[config.mk]
export PLATFORM = sky130hd
export DESIGN_NAME = rgb_chk_fifo
export DESIGN_NICKNAME = d
export VERILOG_FILES = /design/src/rtl/rgb_chk_fifo.sv
export SDC_FILE = /design/constraint.sdc
export NUM_CORES = 1
export LEC_CHECK = 0
export ABC_AREA = 1
export CAP_MARGIN = 20
export CORE_MARGIN = 2
export CORE_UTILIZATION = 55
export DETAILED_ROUTE_END_ITERATION = 8
export HOLD_SLACK_MARGIN = 0.06
export PLACE_DENSITY_LB_ADDON = 0.25
export RECOVER_POWER = 25
export SYNTH_ARGS = -nofsm -noshare
export SYNTH_HDL_FRONTEND = slang
export SYNTH_SLANG_ARGS = --single-unit
[constraint.sdc]
create_clock -name clk -period 7.33 [get_ports clk]
set_clock_uncertainty 0.05 [all_clocks]
set_input_delay 0.733 -clock clk [delete_from_list [all_inputs] [get_ports clk]]
set_output_delay 0.733 -clock clk [all_outputs]
set_load 0.05 [all_outputs]
[src/rtl/rgb_chk_fifo.sv]
// rgb_chk_fifo: single-clock expected-pixel FIFO. No read bypass: a pop is
// honoured only when an entry was already stored; a push into a full FIFO needs a pop.
module rgb_chk_fifo #(
  parameter int WIDTH = 24,
  parameter int DEPTH = 16
) (
  input  logic                     clk,
  input  logic                     rst_n,
  input  logic                     srst,
  input  logic                     push,
  input  logic                     pop,
  input  logic [WIDTH-1:0]         wdata,
  output logic [WIDTH-1:0]         head,
  output logic                     wr_ok,
  output logic                     rd_ok,
  output logic                     full,
  output logic                     empty,
  output logic [$clog2(DEPTH):0]   level
);

  localparam int AW = $clog2(DEPTH);
  localparam int LW = AW + 1;

  logic [WIDTH-1:0] mem_r [DEPTH];
  logic [AW-1:0]    wr_ptr_r;
  logic [AW-1:0]    rd_ptr_r;
  logic [LW-1:0]    level_r;

  assign empty = (level_r == {LW{1'b0}});
  assign full  = (level_r == LW'(DEPTH));
  assign rd_ok = pop & ~empty;
  assign wr_ok = push & (~full | rd_ok);
  assign head  = mem_r[rd_ptr_r];
  assign level = level_r;

  // pointers and occupancy; reset discards contents by clearing level
  always_ff @(posedge clk or negedge rst_n) begin
    if (!rst_n) begin
      wr_ptr_r <= {AW{1'b0}};
      rd_ptr_r <= {AW{1'b0}};
      level_r  <= {LW{1'b0}};
    end else if (srst) begin
      wr_ptr_r <= {AW{1'b0}};
      rd_ptr_r <= {AW{1'b0}};
      level_r  <= {LW{1'b0}};
    end else begin
      if (wr_ok) wr_ptr_r <= wr_ptr_r + AW'(1'b1);
      if (rd_ok) rd_ptr_r <= rd_ptr_r + AW'(1'b1);
      case ({wr_ok, rd_ok})
        2'b10:   level_r <= level_r + LW'(1'b1);
        2'b01:   level_r <= level_r - LW'(1'b1);
        default: level_r <= level_r;
      endcase
    end
  end

  // storage array; entries beyond level are never read, so no reset is needed
  always_ff @(posedge clk) begin
    if (wr_ok) mem_r[wr_ptr_r] <= wdata;
  end

endmodule

Word level (Yosys, flattened, before mapping)
Memories as Yosys holds them, arrays and structs flattened.
Cells that the tools add are included.
{"block": "totals", "memories": 1, "wordCells": 28, "input_bits": 29, "reg_bits": 13, "ramBits": 384, "out_inout_bits": 33}
{"block": "op_classes", "eq_ne": 3, "bitwise": 5, "muxes": 8, "reduce_logical": 4, "n_addsub": 4}
{"name": "mem_r", "depth": 16, "word_bits": 24, "read_ports": 1, "rd_ports_with_merged_regs": 0, "write_ports": 1, "line_no": "24", "source": "logic [WIDTH-1:0] mem_r [DEPTH];"}
{"operator": "4-bit two-way mux", "n": 4}
{"operator": "5-bit one-hot mux with 2 select lines", "n": 1}
{"operator": "4-bit by 1-bit adder with 4-bit output (second input constant)", "n": 2}
{"operator": "5-bit by 1-bit adder with 5-bit output (second input constant)", "n": 1}
{"operator": "5-bit equality test (second input constant)", "n": 1}
{"operator": "5-bit zero test", "n": 1}
{"operator": "5-bit two-way mux", "n": 1}
{"operator": "5-bit by 1-bit subtractor with 5-bit output (second input constant)", "n": 1}
{"operator": "2-bit nonzero test", "n": 2}
{"operator": "3-bit nonzero test", "n": 1}
{"operator": "1-bit AND", "n": 2}
{"operator": "2-bit by 1-bit equality test with 1-bit output (second input constant)", "n": 1}
{"operator": "2-bit equality test (second input constant)", "n": 1}
{"operator": "1-bit two-way mux", "n": 2}
{"operator": "1-bit NOT", "n": 2}
{"operator": "1-bit OR", "n": 1}

Depth between registers and ports, before layout
Gate-level depths: netlist (run 1).
{"block": "logic_depth", "ltp_word": 8, "ltp_mapped": 14, "mapped_depth_nobuf": 14}

Worst setup path after synthesis (run 1)
Ideal clock, no wire load.
{"block": "synth_path", "kind": "register to register", "start": "reg level_r[1], in the netlist level[1]", "end": "mem mem_r[0][0] (enable)", "t_required_ps": 6875, "setup_time_ps": 405, "path_stages_with_launch": 7, "synth_period_minus_slack_ps": 3163, "n_path_buf": 0, "arrival_ps": 2709, "path_slack_ps": 4167, "cell_sequence": "dfrtp_1 nor2_1 nand3_1 o21ai_2 inv_1 nand2_1 nor2_1"}
{"block": "synth_between", "elab_chain_cells": 7, "word_cells_on_any_way": 9, "classes_between": "1 x eq/ne; 2 x mux; 5 x bitwise; 1 x reduce/logical"}
{"item": "from (decl)", "line_no": "27", "source": "logic [LW-1:0] level_r;"}
{"item": "from (signal assigned)", "line_no": "41", "source": "level_r <= {LW{1'b0}};"}
{"item": "from (signal assigned)", "line_no": "45", "source": "level_r <= {LW{1'b0}};"}
{"item": "from (signal assigned)", "line_no": "50", "source": "2'b10: level_r <= level_r + LW'(1'b1);"}
{"item": "5-bit zero test", "line_no": "29", "source": "assign empty = (level_r == {LW{1'b0}});"}
{"item": "1-bit NOT", "line_no": "31", "source": "assign rd_ok = pop & ~empty;"}
{"item": "1-bit AND", "line_no": "31"}
{"item": "1-bit OR *", "line_no": "32", "source": "assign wr_ok = push & (~full | rd_ok);"}
{"item": "1-bit AND *", "line_no": "32"}
{"item": "named net wr_ok", "line_no": "14", "source": "output logic wr_ok,"}
{"item": "1-bit two-way mux *", "line_no": "59", "source": "if (wr_ok) mem_r[wr_ptr_r] <= wdata;"}
{"item": "1-bit two-way mux (not written as such) *", "line_no": "59"}
{"item": "to (decl)", "line_no": "24"}
The timed path passes the listed nets; every way through them passes the cells marked *.

Final worst setup path (run 1)
{"block": "layout_path", "start": "reg rd_ptr_r[0]", "end": "out head[18]"}
{"block": "layout_between", "elab_chain_cells": 1}
{"item": "from (decl)", "line_no": "26", "source": "logic [AW-1:0] rd_ptr_r;"}
{"item": "from (signal assigned)", "line_no": "40", "source": "rd_ptr_r <= {AW{1'b0}};"}
{"item": "from (signal assigned)", "line_no": "44", "source": "rd_ptr_r <= {AW{1'b0}};"}
{"item": "from (signal assigned)", "line_no": "48", "source": "if (rd_ok) rd_ptr_r <= rd_ptr_r + AW'(1'b1);"}
{"item": "memory 16 x 24 bit"}
{"item": "to (decl)", "line_no": "13", "source": "output logic [WIDTH-1:0] head,"}
No other way between the ends.

==> flow_summary.ini, run 1 <==
[worst_setup_path]
crit_required_ns = 6.55
crit_end = head[18]
cp_data_arrival_time_ns = 4.09
reg2reg_to = mem_r[6][5]
crit_start = rd_ptr_r[0]
critical_path.endpoint_type = primary output
crit_fanout = 80
reg2reg_depth = 6
start_kind = flop
reg2reg_slack_ns = 4.67
crit_type = flop to primary output
r2r-start = level[1]

[place]
portBuffers = 61
gp_congestion = 0.7573
dp_slack_ns = 2.889
place_hpwl_mm = 16.64
placed_area_um2 = 16880
placed_cells = 1621

[synth]
ys_seq_elements = 397
yosysMostFrequentCell = edfxtp_1
synth_compound_area_share_pct = 11.23
synth-simple-area-share_pct = 10.38
synth_flop_cell = edfxtp_1
synth_cells = 1246
synth_top_area_share_pct = 72.18
synthAdderAreaFrac_pct = 0.7519
synth.area.top_cells = edfxtp_1, nor2_1, o211ai_1, o21ai_0, dfrtp_1
muxShareOfSynthArea_pct = 0
yosysSeqAreaShare_pct = 74.22
synth.top_cells.by_count = edfxtp_1, nor2_1, o21ai_0, o211ai_1, nand3_1
yosys_warnings = 0
synth_top_family_by_area = compound AO/OA/AOI/OAI gates
synth_area_um2 = 15980
syn-num-nets = 1284
yosys.area.top_type = edfxtp_1
synth_area_per_cell_um2 = 12.82
synth_xor_area_share_pct = 0.2193
synth_edf_count = 384
async_reset_ff_share_pct = 3.275
synth_cell_types = 27

[sta]
setup_viol = 0
max_clock_freq_mhz = 205.4
fin_crit_sh_pct = 66.43
setup_ws_ns = 2.461
finalSetupTns_ns = 0
slew_violations = 0
rsz0062_at_grt = false
worst_pin_slew_ns = 1.134
hold_violations = 0
whs_ns = 0.5414
slew_headroom_pct = 24.21
post-route-min-period_ns = 4.869

[job]
cap_violations = 0

[detailed_routing]
vias_per_cell = 5.842
wl_mm = 35.21
firstDrtPassIters = 5
wl_per_cell_um = 20.78
vias = 9896
ant_nets = 0
drtIter0Drc = 1030
drc = 0

[floorplanning]
placementRows = 62
boundaryPins = 62
die_h_um = 174.4
die_area_um2 = 30430
core-area_um2 = 28630
start_util_pct = 55.81
die_x_um = 174.4

[grt]
grt_use_met1_pct = 33.00
antenna_found_initial = 0
grt_pass1_wl_mm = 53.87
grt_use_total_pct = 23.21
met3_usage_pct = 3.150
use_met2_pct = 37.93
busiest_layer = met2
grt_pass1_vias = 9527
grt_max_degree = 125
grt-ovfl-total = 0

[final_layout]
syn2layout_area_growth_pct = 13.71
nNetsFinal = 1320
fin_util_pct = 63.46
drive_above_1_share_pct = 7.023
final_cell_area_um2 = 18160
n_antenna_cell = 0
fin_cells = 1694

[clocking]
cts_hold_buf = 0
root_buffer = clkbuf_16
clock-sinks = 397
cts_buffer_depth = 3
cts_tree = yes
postCtsSetupRepairBufs = 0
cts_htree_levels = 2
post_cts_resized = 0
cts_buffers = 40
path_clk_slew_ns = 0.06
clk-insertion-delay-late_ns = 0.52

[min_path]
hold_path_class = flop to flop

[power_and_ir_drop]
leakagePower_nw = 5.888
peakVddDrop_v = 0.0002638
powerDensity_nw_per_um2 = 318.5
p_total_mw = 5.785

[run_status]
status = complete, no violations
## state kept, by name, summed over array words and instances (netlist names)
| name | count |
|---|---|
| level | 5 |
| mem_r | 384 |
| rd_ptr_r | 4 |
| wr_ptr_r | 4 |
## cell type report
| cell class | count | area [um2] |
|---|---|---|
| multi-input combinational | 738 | 3727 |
| tap | 384 | 480.5 |
| inverter | 32 | 125.1 |
| sequential | 397 | 11870 |
| timing repair buffer | 73 | 738.2 |
| clock inverter | 20 | 168.9 |
| clock buffer | 50 | 1060 |
| fill | 2078 | 10460 |
## worst max-delay path, cell delays in order, from the launching register on
cell	delay (ns)
dfrtp_4	0.43
buf_4	0.52
buf_12	0.32
buf_4	0.65
o21ai_0	0.21
o211ai_1	0.23
nand3_1	0.20
nand2_1	0.13
clkdlybuf4s50_1	0.80
## power breakdown
group | switching, mW | leakage (nW) | internal (mW)
registers | 0.0342 | 3.64 | 2.54
clock network | 0.794 | 0.605 | 1.13
logic | 0.896 | 1.64 | 0.390
total | 1.72 | 5.89 | 4.06
## kinds of logic after synthesis
logic type,count (synthesis)
AO/OA/AOI/OAI,308
XOR/XNOR,4
adder cells (fa/ha/maj),9
buffers and inverters,111
flip-flops,397
AND/OR/NAND/NOR,417
## cell usage in the layout (no fill, tap or decap), drive strengths merged
cell / instances
a21oi: 15
buf: 12
bufinv: 3
clkbuf: 50
clkdlybuf4s50: 47
clkinv: 16
clkinvlp: 1
dfrtp: 13
dlygate4sd3: 14
edfxtp: 384
fa: 1
ha: 8
inv: 32
nand2: 55
nand3: 65
nand4: 1
nor2: 295
nor3: 1
o211ai: 96
o21ai: 195
o31ai: 2
xnor2: 3
xor2: 1
## worst min path at each step
stage              from  endpoint  slack, ns  cells after the start
2_1_floorplan     rst_n  level[0]       0.39                      0
3_3_place_gp   level[3]  level[3]       0.51                      2
3_5_place_dp   level[4]  level[4]       0.53                      2
4_1_cts           rst_n  level[1]       0.54                      1
5_1_grt        level[4]  level[4]       0.58                      2
6_report       level[3]  level[3]       0.54                      2
## per-layer routing
layer | share of wire, % | vias to the layer above | wire (um)
met5 | 0 | - | 0
met4 | 2.0 | 0 | 703
met3 | 5.6 | 55 | 1965
li1 | - | 4620 | -
met1 | 44 | 4918 | 15570
met2 | 48 | 303 | 16960
Power figures use the tool's default switching activity.
==> inputs of run 2 (changes only) <==
- clock period: 7.33 -> 4.6 ns (I/O delays scaled with it)
==> flow_summary.ini, run 2 (same netlist as run 1, synthesis figures left out) <==
[worst_setup_path]
crit_path_frequent_cell = nor2_1
crit_type = flop to primary output
r2r-start = level[1]
crit_start = rd_ptr_r[0]
crit_end = head[5]
reg2reg_depth = 6
reg2reg_to = mem_r[6][5]
reg2reg_slack_ns = 1.92
critical_path.endpoint_type = primary output
crit_fanout = 77
start_kind = flop
cp_data_arrival_time_ns = 3.39
crit_required_ns = 4.09
max_stage_delay_ns = 0.80
path_cells = inv_6, buf_4, nor2_1, nor2_1, o21ai_1, o211ai_1, nand3_1, nand2_1, clkdlybuf4s50_1
slowest_stage = clkdlybuf4s50_1

[sta]
post-route-min-period_ns = 3.904
worst_pin_slew_ns = 1.118
max_clock_freq_mhz = 256.2
slew_violations = 0
setup_viol = 0
finalSetupTns_ns = 0
rsz0062_at_grt = false
fin_crit_sh_pct = 84.87
whs_ns = 0.3369
setup_ws_ns = 0.6962
hold_violations = 0
slew_headroom_pct = 25.29

[place]
place_hpwl_mm = 16.71
portBuffers = 61
gp_congestion = 0.7502
dp_slack_ns = 1.266

[final_layout]
largest_reg_flops = 384
most-common-layout-cells = edfxtp_1, nor2_1, o21ai_0
drive_above_1_share_pct = 7.072
nNetsFinal = 1321
regMostFlops = mem_r
syn2layout_area_growth_pct = 13.97
fillers = 2045
multi_input_area_um2 = 3727
fin_util_pct = 63.61
final-seq-area_um2 = 11870
layout_commonest_cell = edfxtp_1

[clocking]
post_cts_resized = 0
cts_hold_buf = 0
cts_buffer_depth = 3
postCtsSetupRepairBufs = 0
root_buffer = clkbuf_16
cts_htree_levels = 2
cts_tree = yes
path_clk_slew_ns = 0.06
cts_buffers = 40
clk-insertion-delay-late_ns = 0.52
clock-sinks = 397

[detailed_routing]
vias = 9902
vias_per_cell = 5.825
wl_per_cell_um = 20.72
firstDrtPassIters = 5
drc = 0
ant_nets = 0
drtIter0Drc = 1094
wl_mm = 35.23

[run_status]
status = complete, no violations

[floorplanning]
start_util_pct = 55.81
boundaryPins = 62
die_x_um = 174.4
placementRows = 62
die_area_um2 = 30430
core-area_um2 = 28630
die_h_um = 174.4

[grt]
antenna_found_initial = 1
grt_use_total_pct = 23.55
grt_pass1_wl_mm = 54.97
grt_max_degree = 204
grt-ovfl-total = 0
grt_pass1_vias = 9624

[job]
cap_violations = 0

[power_and_ir_drop]
peakVddDrop_v = 0.0003416
leakagePower_nw = 5.909
p_total_mw = 9.274
powerDensity_nw_per_um2 = 509.3

[min_path]
hold_path_class = input pin to async pin
run 2: stage by stage:
step                cell area, um2  std cells
CTS                          18180       1698
finish                       18210       1700
global placement             16940       1624
global route                 18210       1699
detailed placement           16940       1624
floorplan                    15980       1246
run 2: routing by layer:
layer / track usage [%] / wire (um) / vias to the layer above
met2: 36.57 / 16850 / 353
met1: 34.45 / 15330 / 4848
li1: - / - / 4628
met3: 3.718 / 2217 / 73
met5: 0 / 0 / -
met4: 7.738 / 837 / 0
run 2: layout make-up:
type / count / share of cell area, %
timing repair buffer: 74 / 4.164
clock buffer: 49 / 5.800
tap: 384 / 2.639
sequential: 397 / 65.17
inverter: 32 / 0.6872
antenna: 1 / 0.01374
multi-input combinational: 738 / 20.47
clock inverter: 25 / 1.058
run 2: how the worst min path moves through the flow:
stage,startpoint,to,slack [ns],depth (start not counted)
after global routing,rst_n,level[3],0.38,1
final,rst_n,level[3],0.34,1
after detailed placement,level[2],level[2],0.52,2
after global placement,level[2],level[2],0.52,2
after CTS,rst_n,level[3],0.28,1
after floorplan,rst_n,level[0],0.11,0
run 2: power by group:
group / internal, mW / switching (mW) / total (mW)
clock: 1.80 / 1.30 / 3.11
combinational: 0.629 / 1.40 / 2.03
sequential: 4.05 / 0.0839 / 4.14
run 2: worst max-delay path: cells and delay by family (launching register included):
| kind | cells | cell delay, ns |
|---|---|---|
| flip-flops | 1 | 0.51 |
| AO/OA/AOI/OAI | 2 | 0.19 |
| buffers and inverters | 3 | 1.70 |
| AND/OR/NAND/NOR | 4 | 0.41 |
==> inputs of run 3 (changes only) <==
- clock period: 4.6 -> 3.4 ns (I/O delays scaled with it)
==> flow_summary.ini, run 3 (same netlist as run 1, synthesis figures left out) <==
[final_layout]
final-seq-area_um2 = 11870
fillers = 2020
largest_reg_flops = 384
nNetsFinal = 1338
syn2layout_area_growth_pct = 16.81
n_antenna_cell = 0
multi_input_area_um2 = 3727
regMostFlops = mem_r
layout_commonest_cell = edfxtp_1
drive_above_1_share_pct = 10.08
fin_util_pct = 65.19
most-common-layout-cells = edfxtp_1, nor2_1, o21ai_0

[floorplanning]
die_area_um2 = 30430
placementRows = 62
start_util_pct = 55.81
boundaryPins = 62
die_h_um = 174.4
core-area_um2 = 28630
die_x_um = 174.4

[job]
cap_violations = 0

[grt]
grt_pass1_wl_mm = 56.21
grt_use_total_pct = 24.08
grt_pass1_vias = 9762
grt_max_degree = 123
grt-ovfl-total = 0
antenna_found_initial = 0

[sta]
rsz0062_at_grt = false
hold_violations = 0
post-route-min-period_ns = 2.981
fin_crit_sh_pct = 87.67
setup_ws_ns = 0.4191
finalSetupTns_ns = 0
setup_viol = 0
worst_pin_slew_ns = 0.8324
slew_headroom_pct = 44.38
max_clock_freq_mhz = 335.5
slew_violations = 0

[power_and_ir_drop]
p_total_mw = 13.01
powerDensity_nw_per_um2 = 697.2
peakVddDrop_v = 0.0005256
leakagePower_nw = 6.154

[detailed_routing]
firstDrtPassIters = 5
wl_per_cell_um = 21.31
wl_mm = 36.52
drtIter0Drc = 1045
vias_per_cell = 5.903
drc = 0
vias = 10120
ant_nets = 0

[clocking]
post_cts_resized = 0
clock-sinks = 397
cts_htree_levels = 2
cts_tree = yes
cts_buffer_depth = 3
cts_hold_buf = 0
clk-insertion-delay-late_ns = 0.52
cts_buffers = 40
root_buffer = clkbuf_16
path_clk_slew_ns = 0.06
postCtsSetupRepairBufs = 0

[place]
portBuffers = 61
dp_slack_ns = 0.7503
place_hpwl_mm = 20.79
gp_congestion = 0.8128

[worst_setup_path]
r2r-start = level[1]
start_kind = flop
reg2reg_to = mem_r[6][14]
cp_data_arrival_time_ns = 2.59
reg2reg_slack_ns = 0.94
critical_path.endpoint_type = primary output
path_delay_family = buffers and inverters
slowest_stage = dfrtp_4
max_stage_delay_ns = 0.53
cp.buffers_inverters = 3
path_cells = inv_6, buf_12, nor2_1, nor2_1, o21ai_0, o211ai_1, nand3_1, nand2_1, buf_12
crit_type = flop to primary output
reg2reg_depth = 7
crit_fanout = 60
crit_required_ns = 3.01

[min_path]
hold_path_class = input pin to async pin

[run_status]
status = complete, no violations
[run 3: worst max path at each step]
stage	start	end	slack, ns	cells past startpoint
floorplan	level[1]	mem_r[0][0]	0.24	6
global placement	push	mem_r[10][10]	0.81	5
detailed placement	push	mem_r[6][20]	0.75	6
CTS	rd_ptr_r[0]	head[16]	0.41	9
global route	level[1]	wr_ok	0.25	5
finish	rd_ptr_r[0]	head[16]	0.42	9
[run 3: routing by layer]
metal / vias up / track usage (%) / share of wire [%]
li1: 4664 / - / -
met1: 4997 / 34.30 / 43
met2: 392 / 39.68 / 49
met3: 64 / 3.018 / 6.7
met4: 0 / 6.478 / 2.1
met5: - / 0 / 0
[run 3: stage by stage]
step | instances | cell area (um2) | hold slack [ns]
4_1_cts | 1714 | 18660 | 0.1582
5_1_grt | 1714 | 18660 | 0.2694
3_5_place_dp | 1642 | 17410 | 0.5039
2_1_floorplan | 1246 | 15980 | -0.005591
6_report | 1714 | 18660 | 0.2214
3_3_place_gp | 1642 | 17410 | 0.5065
[run 3: cell type report]
cell class	instances	area share [%]
Timing Repair Buffer	91	6.504
Clock inverter	21	0.9924
Clock buffer	51	5.699
Tap cell	384	2.575
Inverter	32	0.6705
Multi-Input combinational cell	738	19.97
Sequential cell	397	63.58
[run 3: where the power goes]
group          internal [mW]  leakage (nW)  switching [mW]  total (mW)
logic                   1.17          1.90            2.08        3.24
registers               5.48          3.64          0.0792        5.56
clock network           2.45         0.613            1.76        4.20
[run 3: worst reg2reg max path: stages (launching register included)]
cell and delay, ns:
dfrtp_1 0.43, nor2_1 0.09, nand3_1 0.16, o21ai_2 0.14
inv_1 0.19, nand2_1 0.28, nor2_4 0.48, buf_4 0.33
